==> src/rtl/fetch_ctrl_pkg.sv <==
// Shared definitions for the fetch stage: parameter defaults, enable levels
// and the fetch sequencer state encoding.
package fetch_ctrl_pkg;

  localparam int unsigned DEF_PC_LENGTH = 32;
  localparam int unsigned DEF_PC_STEP   = 4;
  localparam logic [31:0] DEF_RESET_PC  = 32'h0000_0000;

  localparam logic ENABLE  = 1'b1;
  localparam logic DISABLE = 1'b0;

  typedef enum logic [1:0] {
    FC_IDLE  = 2'd0,
    FC_FETCH = 2'd1,
    FC_WAIT  = 2'd2,
    FC_STALL = 2'd3
  } fc_state_e;

endpackage

==> src/rtl/pc_next_sel.sv <==
// Next program counter selection for the fetch stage.
//   pc       : current fetch address
//   target   : redirect destination (already word aligned)
//   redirect : take the redirect target this cycle
//   advance  : sequential advance by PC_STEP this cycle
//   pc_next  : selected next fetch address (pc when neither is asserted)
module pc_next_sel #(
  parameter int unsigned PC_LENGTH = 32,
  parameter int unsigned PC_STEP   = 4
) (
  input  logic [PC_LENGTH-1:0] pc,
  input  logic [PC_LENGTH-1:0] target,
  input  logic                 redirect,
  input  logic                 advance,
  output logic [PC_LENGTH-1:0] pc_next
);

  localparam logic [PC_LENGTH-1:0] STEP = PC_LENGTH'(PC_STEP);

  always_comb begin
    pc_next = pc;
    if (redirect) begin
      pc_next = target;
    end else if (advance) begin
      pc_next = pc + STEP;  // wraps modulo 2^PC_LENGTH
    end
  end

endmodule

==> src/rtl/fetch_ctrl.sv <==
// Fetch-stage sequencer: owns the program counter and the InstMem chip
// enable, choosing each cycle between sequential advance, branch redirect,
// pipeline stall and waiting on a slow instruction memory.
//   clk       : system clock, rising edge
//   rst       : asynchronous active-low reset
//   stall_req : hold the fetch stage (hazard unit)
//   br_flag   : redirect fetch, one-cycle pulse (ID stage)
//   br_addr   : redirect target, low two bits ignored
//   rom_ready : InstMem word at pc is valid this cycle
//   pc        : fetch address to InstMem
//   romCe     : InstMem chip enable
//   if_valid  : IF/ID captures the word fetched at the previous pc
//   flush     : IF/ID kill, one-cycle pulse per applied redirect
module fetch_ctrl
  import fetch_ctrl_pkg::*;
#(
  parameter int unsigned          PC_LENGTH = DEF_PC_LENGTH,
  parameter int unsigned          PC_STEP   = DEF_PC_STEP,
  parameter logic [PC_LENGTH-1:0] RESET_PC  = PC_LENGTH'(DEF_RESET_PC)
) (
  input  logic                 clk,
  input  logic                 rst,
  input  logic                 stall_req,
  input  logic                 br_flag,
  input  logic [PC_LENGTH-1:0] br_addr,
  input  logic                 rom_ready,
  output logic [PC_LENGTH-1:0] pc,
  output logic                 romCe,
  output logic                 if_valid,
  output logic                 flush
);

  localparam logic [PC_LENGTH-1:0] ALIGN_MASK = ~PC_LENGTH'(3);

  fc_state_e             state;
  logic                  pend;
  logic [PC_LENGTH-1:0]  pend_addr;

  logic                  fetching;
  logic                  accept;
  logic                  redirect;
  logic                  advance;
  logic [PC_LENGTH-1:0]  br_aligned;
  logic [PC_LENGTH-1:0]  target;
  logic [PC_LENGTH-1:0]  pc_next;

  assign fetching   = (state == FC_FETCH) || (state == FC_WAIT);
  assign accept     = fetching && rom_ready && !stall_req;
  assign redirect   = accept && (br_flag || pend);
  assign advance    = accept && !(br_flag || pend);
  assign br_aligned = br_addr & ALIGN_MASK;
  // A fresh branch overrides one parked while memory was busy.
  assign target     = br_flag ? br_aligned : pend_addr;

  pc_next_sel #(
    .PC_LENGTH (PC_LENGTH),
    .PC_STEP   (PC_STEP)
  ) u_pc_next_sel (
    .pc       (pc),
    .target   (target),
    .redirect (redirect),
    .advance  (advance),
    .pc_next  (pc_next)
  );

  // pc loads pc_next on every edge; the selector returns pc unchanged on any
  // edge that neither redirects nor advances, so the hold cases need no
  // per-state pc assignment.
  always_ff @(posedge clk or negedge rst) begin
    if (!rst) begin
      pc        <= RESET_PC;
      romCe     <= DISABLE;
      if_valid  <= DISABLE;
      flush     <= DISABLE;
      pend      <= 1'b0;
      pend_addr <= '0;
      state     <= FC_IDLE;
    end else begin
      pc       <= pc_next;
      if_valid <= DISABLE;
      flush    <= DISABLE;
      case (state)
        FC_IDLE: begin
          romCe <= ENABLE;
          state <= FC_FETCH;
        end
        FC_FETCH, FC_WAIT: begin
          if (!rom_ready) begin
            state <= FC_WAIT;
            if (br_flag) begin
              pend      <= 1'b1;
              pend_addr <= br_aligned;
            end
          end else if (stall_req) begin
            state <= FC_STALL;
          end else if (br_flag || pend) begin
            flush <= ENABLE;
            pend  <= 1'b0;
            state <= FC_FETCH;
          end else begin
            if_valid <= ENABLE;
            state    <= FC_FETCH;
          end
        end
        FC_STALL: begin
          if (!stall_req) begin
            state <= FC_FETCH;
          end
        end
        default: state <= FC_IDLE;
      endcase
    end
  end

endmodule

==> config.mk <==
export PLATFORM = sky130hd
export DESIGN_NAME = fetch_ctrl
export DESIGN_NICKNAME = d
export VERILOG_FILES = /design/src/rtl/fetch_ctrl_pkg.sv /design/src/rtl/pc_next_sel.sv /design/src/rtl/fetch_ctrl.sv
export SDC_FILE = /design/constraint.sdc
export NUM_CORES = 1
export LEC_CHECK = 0
export ABC_AREA = 1
export BUFFER_PORTS_ARGS = -buffer_cell sky130_fd_sc_hd__buf_4
export CAP_MARGIN = 20
export CORE_MARGIN = 3
export CORE_UTILIZATION = 44
export CTS_BUF_LIST = sky130_fd_sc_hd__clkbuf_16
export DETAILED_ROUTE_END_ITERATION = 6
export GPL_TIMING_DRIVEN = 0
export PLACE_DENSITY = 0.65
export SETUP_SLACK_MARGIN = 0.3
export SLEW_MARGIN = 30
export SYNTH_ARGS = -nofsm -noshare
export SYNTH_HDL_FRONTEND = slang
export SYNTH_SLANG_ARGS = --single-unit
==> constraint.sdc <==
create_clock -name clk -period 2.3 [get_ports clk]
set_input_delay 0.23 -clock clk [delete_from_list [all_inputs] [get_ports clk]]
set_output_delay 0.23 -clock clk [all_outputs]
set_load 0.05 [all_outputs]
# Yosys cells after proc, flatten, opt, wreduce, memory -nomap -nowiden
# Index checks and enable logic that the tools add are counted.
# Widths: inputs -> output; s select.
# word_totals
regBits	70
n_memories	0
output_inout_bits	35
inputBits	37
latch_bits	0
mem_bits_rw	0
romBits	0
wordCells	48
# op_classes
n_lt_le_gt_ge	0
n_mul	0
n_shift	0
div_mod_pow	0
mux	19
n_addsub	1
reduce_logical	14
eq_ne	6
bitwise_logic	1
# op_table
operator	n
$mux 32	3
$add 32x3->32 const B	1
$mux 1	12
$mux 2	3
$pmux 2 s3	1
$eq 2x2->1 const B	2
$logic_and 1x1->1	4
$ne 2x2->1 const B	2
$reduce_and 4->1	1
$reduce_bool 2->1	2
$eq 2x1->1 const B	1
$logic_not 1->1	2
$logic_not 2->1	1
$logic_or 1x1->1	2
$ne 2x1->1 const B	1
$reduce_and 2->1	1
$reduce_or 2->1	1
$not 1->1	1

# Logic depth before layout (Yosys ltp)
# logic_depth
depth_word	7
mapped_depth	11
depth_no_buf	10

# By module
# From an unflattened synthesis, not the netlist that was laid out.
# unflattened
hier_cells	566
area_unflattened_um2	4031.4
# by_module_without_submodules
module	instances	cells_each	seq_area_each_um2	area_each_um2
fetch_ctrl	1	305	1751.7	2801.4
pc_next_sel	1	261	0.0	1229.9

# Worst setup path before layout
# OpenSTA, ideal clock, no wires.
# synth_timing
path_type	reg-to-reg
from	register pc[2]
to	register pc[26]
path_stages_with_launch	11
n_path_buf	0
setup_ns	0.118
synth_period_minus_slack_ns	1.805
setup_slack_ns	0.495
t_arrival_ns	1.686
cell_sequence	dfrtp_1 -> ha_1 -> nand2_1 -> nor2_2 -> nand2_2 -> nor2_4 -> nand2_1 -> nand2_1 -> nand3_1 -> nand2_1 -> nand2_1
# synth_via
elab_chain_cells	3
# synth_lines
item	line	source
start: declaration	fetch_ctrl.sv:27	output logic [PC_LENGTH-1:0] pc,
start signal: assignment	fetch_ctrl.sv:79	pc <= pc_next;
$add 32x3->32	pc_next_sel.sv:25	pc_next = pc + STEP;
$mux 32	pc_next_sel.sv:24	end else if (advance) begin
$mux 32	pc_next_sel.sv:22	if (redirect) begin
# No other way between the ends. The select of a mux whose other input is x is not followed.
# A chain may end at the register's enable or synchronous reset.

# Worst setup path after layout
# layout_timing
from	register state[0]
to	register pc[28]
# layout_via
elab_chain_cells	6
word_cells_on_any_way	9
classes_between	eq/ne: 2; mux: 1; reduce/logical: 6
# layout_lines
item	line	source
start: declaration	fetch_ctrl.sv:35	fc_state_e state;
start signal: assignment	fetch_ctrl.sv:77	state <= FC_IDLE;
start signal: assignment	fetch_ctrl.sv:85	state <= FC_FETCH;
start signal: assignment	fetch_ctrl.sv:89	state <= FC_WAIT;
$eq 2x1->1 or $eq 2x2->1 (tied branches)	fetch_ctrl.sv:47	assign fetching = (state == FC_FETCH) || (state == FC_WAIT);
$logic_or 1x1->1 *	fetch_ctrl.sv:47	
$logic_and 1x1->1 * (2 in series)	fetch_ctrl.sv:48	assign accept = fetching && rom_ready && !stall_req;
$logic_and 1x1->1 (on tied branches)	fetch_ctrl.sv:49, fetch_ctrl.sv:50	
$mux 32 or $reduce_bool 2->1 (tied branches)	-	
# Every way passes the cells marked *; elsewhere a longest branch is shown, timed or not.

==> reports/metrics.yaml <==
die_x_um: 102
cts_made_buffers: 9
grt_pass1_vias: 3795
peakVddDrop_mv: 0.547
critical_path_class: "reg2reg"
ant_nets: 0
avgSynthCellArea_um2: 7.03
grt-ovfl-total: 0
synth_nets: 613
min_path_type: "in2reg"
core_um2: 8810
rr_worst_depth: 10
drcViolationCount: 0
grt_max_degree: 71
setup_violations: 0
clkSinkCount: 70
num_vias: 4038
fmax_mhz: 533
cp_num_cells: 10
path_clk_slew_ps: 60
post-route-min-period_ps: 1880
ys_seq_area_share_pct: 43.5
r2r_end: "pc[28]$_DFFE_PN0P_"
hp-start: "br_addr[20]"
antenna_found_initial: 0
crit_path_top_delay_cell: "dfrtp_1"
clock_skew_ps: 5.73
cp_top_family: "buffers and inverters"
crit_path_end_kind: "register"
reg2reg_from: "state[0]$_DFFE_PN0P_"
cap_violations: 0
track_usage_pct: 23.3
crit_buf_inv: 5
cts_buffer_depth: 2
syn2layout_area_growth_pct: 24.9
yosysUniqueCellTypes: 25
drive_above_1_share_pct: 18.4
max_stage_delay_ps: 370
ys_warn_count: 0
cts_tree: "built"
gp_congestion: 0.900
drt-pass1-iter-count: 5
grt_pass1_wl_um: 18800
crit_chain: "inv_1 -> ha_1 -> inv_2 -> nor2_2 -> nand2_4 -> inv_1 -> buf_2 -> o22ai_1 -> inv_1 -> nand2_1"
hold_depth: 3
power_leakage_uw: 0.00254
routedWlPerCell_um: 14.9
htree_levels: 3
cts-root-buf: "clkbuf_16"
drt_iter0_markers: 263
synthArstFlopShare_pct: 100
outcome: "completed"
finalSetupTns_ps: 0
start_kind: "register"
die_h_um: 102
post-route-period-util_pct: 81.6
hold_viol_final: 0
rsz0062_at_grt: "no"
slew_violations: 0
dieArea_um2: 10300
clk_latency_ps: 330
final_util_pct: 57.1
pin_count: 72
r2r_setup_slack_ps: 420
rows: 34
portBuffers: 68
synth_edf_count: 0
wl_um: 11500
cp_max_fo: 10
via_per_inst: 5.26
synth.ff_latch_count: 70
diodes: 0
crit_top_cell: "inv_1"
crit_arrival_ps: 2110
worstMarginPinSlew_ps: 669
slew_headroom_pct: 55.4
power_density_nw_per_um2: 1300
synthCells: 573
nNetsFinal: 694
yosys_most_used_dff: "dfrtp_1"
required_ps: 2530
min_to: "pend_addr[20]$_DFFE_PN0P_"
syn_area_um2: 4030
post-dp-hpwl_um: 8400
initial_core_util_pct: 45.7
## cell families after synthesis
logic type / synth area share (%)
buffers and inverters: 10.1
and+or+nand+nor: 30.9
xor gates and xnor gates: 0.218
DFF: 43.5
AOI/OAI and AO/OA: 14.4
adders and majority gates: 0.932
## state kept, by name, indices dropped and copies added (netlist names)
name,count
if_valid,1
pend,1
flush,1
pend_addr,32
romCe,1
state,2
pc,32
## Yosys cell counts, types with 2 or more instances
cell      number  share of area, %
a21oi_1       15               1.9
buf_2          6              0.75
buf_4          2              0.37
clkbuf_1      14               1.3
dfrtp_1       70                44
ha_1           3              0.93
inv_1         78               7.3
inv_2          4              0.37
nand2_1      190                18
nand2_2        5              0.78
nand3_1       37               4.6
nand3b_1       2              0.37
nand4_1        4              0.62
nor2_1        30               2.8
nor2_2         8               1.2
nor2_4         6               1.7
nor3_1         6              0.75
o211ai_1      14               2.6
o21ai_0       62               7.7
o21ai_1        5              0.62
o221ai_1       3              0.65
o22ai_1        5              0.78
or2_2          2              0.31
## report_power, final
group / switching (µW) / internal [µW] / total (µW)
sequential: 514 / 1740 / 2250
combinational: 1880 / 874 / 2750
clock: 573 / 953 / 1530
total: 2970 / 3570 / 6540
## cell usage in the layout, fill, tap and decap left out, types with 8 or more instances in the layout
cell type  instances
o21ai_0           62
nand2_1          189
nor2_1            30
clkbuf_1          12
inv_1             78
buf_4             70
nand3_1           37
o211ai_1          14
a21oi_1           15
dfrtp_1           70
clkbuf_16          9
nor2_2             8
## tightest hold or removal path, stage by stage
cell and delay, ps:
buf_4 110, inv_1 50, o21ai_0 70
## metrics by stage
stage	total power [µW]	instance area, µm²	hold slack [ps]	worst slack [ps]	cells
floorplan	4080	4030	-65.6	495	573
global placement	4920	4670	428	459	749
detailed placement	4990	4670	429	408	749
CTS	6540	4990	73.4	391	765
global route	6960	5030	193	310	767
finish	6540	5030	175	422	767
## what timing repair did
action	CTS	global route
hold endpoints to repair	0	70
setup buffers	0	1
hold buffers	0	1
endpoints found under the setup margin	0	33
resized for setup	0	7
## worst max path at each step
stage	startpoint	to	slack, ps
after floorplan	pc[2]$_DFFE_PN0P_	pc[26]$_DFFE_PN0P_	500
after global placement	state[0]$_DFFE_PN0P_	pc[20]$_DFFE_PN0P_	460
after detailed placement	state[0]$_DFFE_PN0P_	pc[22]$_DFFE_PN0P_	410
after CTS	state[0]$_DFFE_PN0P_	pc[22]$_DFFE_PN0P_	390
after global routing	state[0]$_DFFE_PN0P_	pc[4]$_DFFE_PN0P_	310
final	state[0]$_DFFE_PN0P_	pc[28]$_DFFE_PN0P_	420
## per-layer routing
layer | GRT usage (%) | part of all wire [%]
met1 | 33.5 | 47
met2 | 36.0 | 45
met3 | 3.24 | 5.5
met4 | 7.87 | 2.0
met5 | 0 | 0
## cell type report
class	count	area, µm²
buffer	22	103
clock buffer	9	225
clock inverter	7	97.6
fill	871	3780
inverter	82	308
multi-input combinational	399	1880
sequential	70	1750
tap	108	135
timing repair buffer	70	532
(Power assumes the default switching activity.)
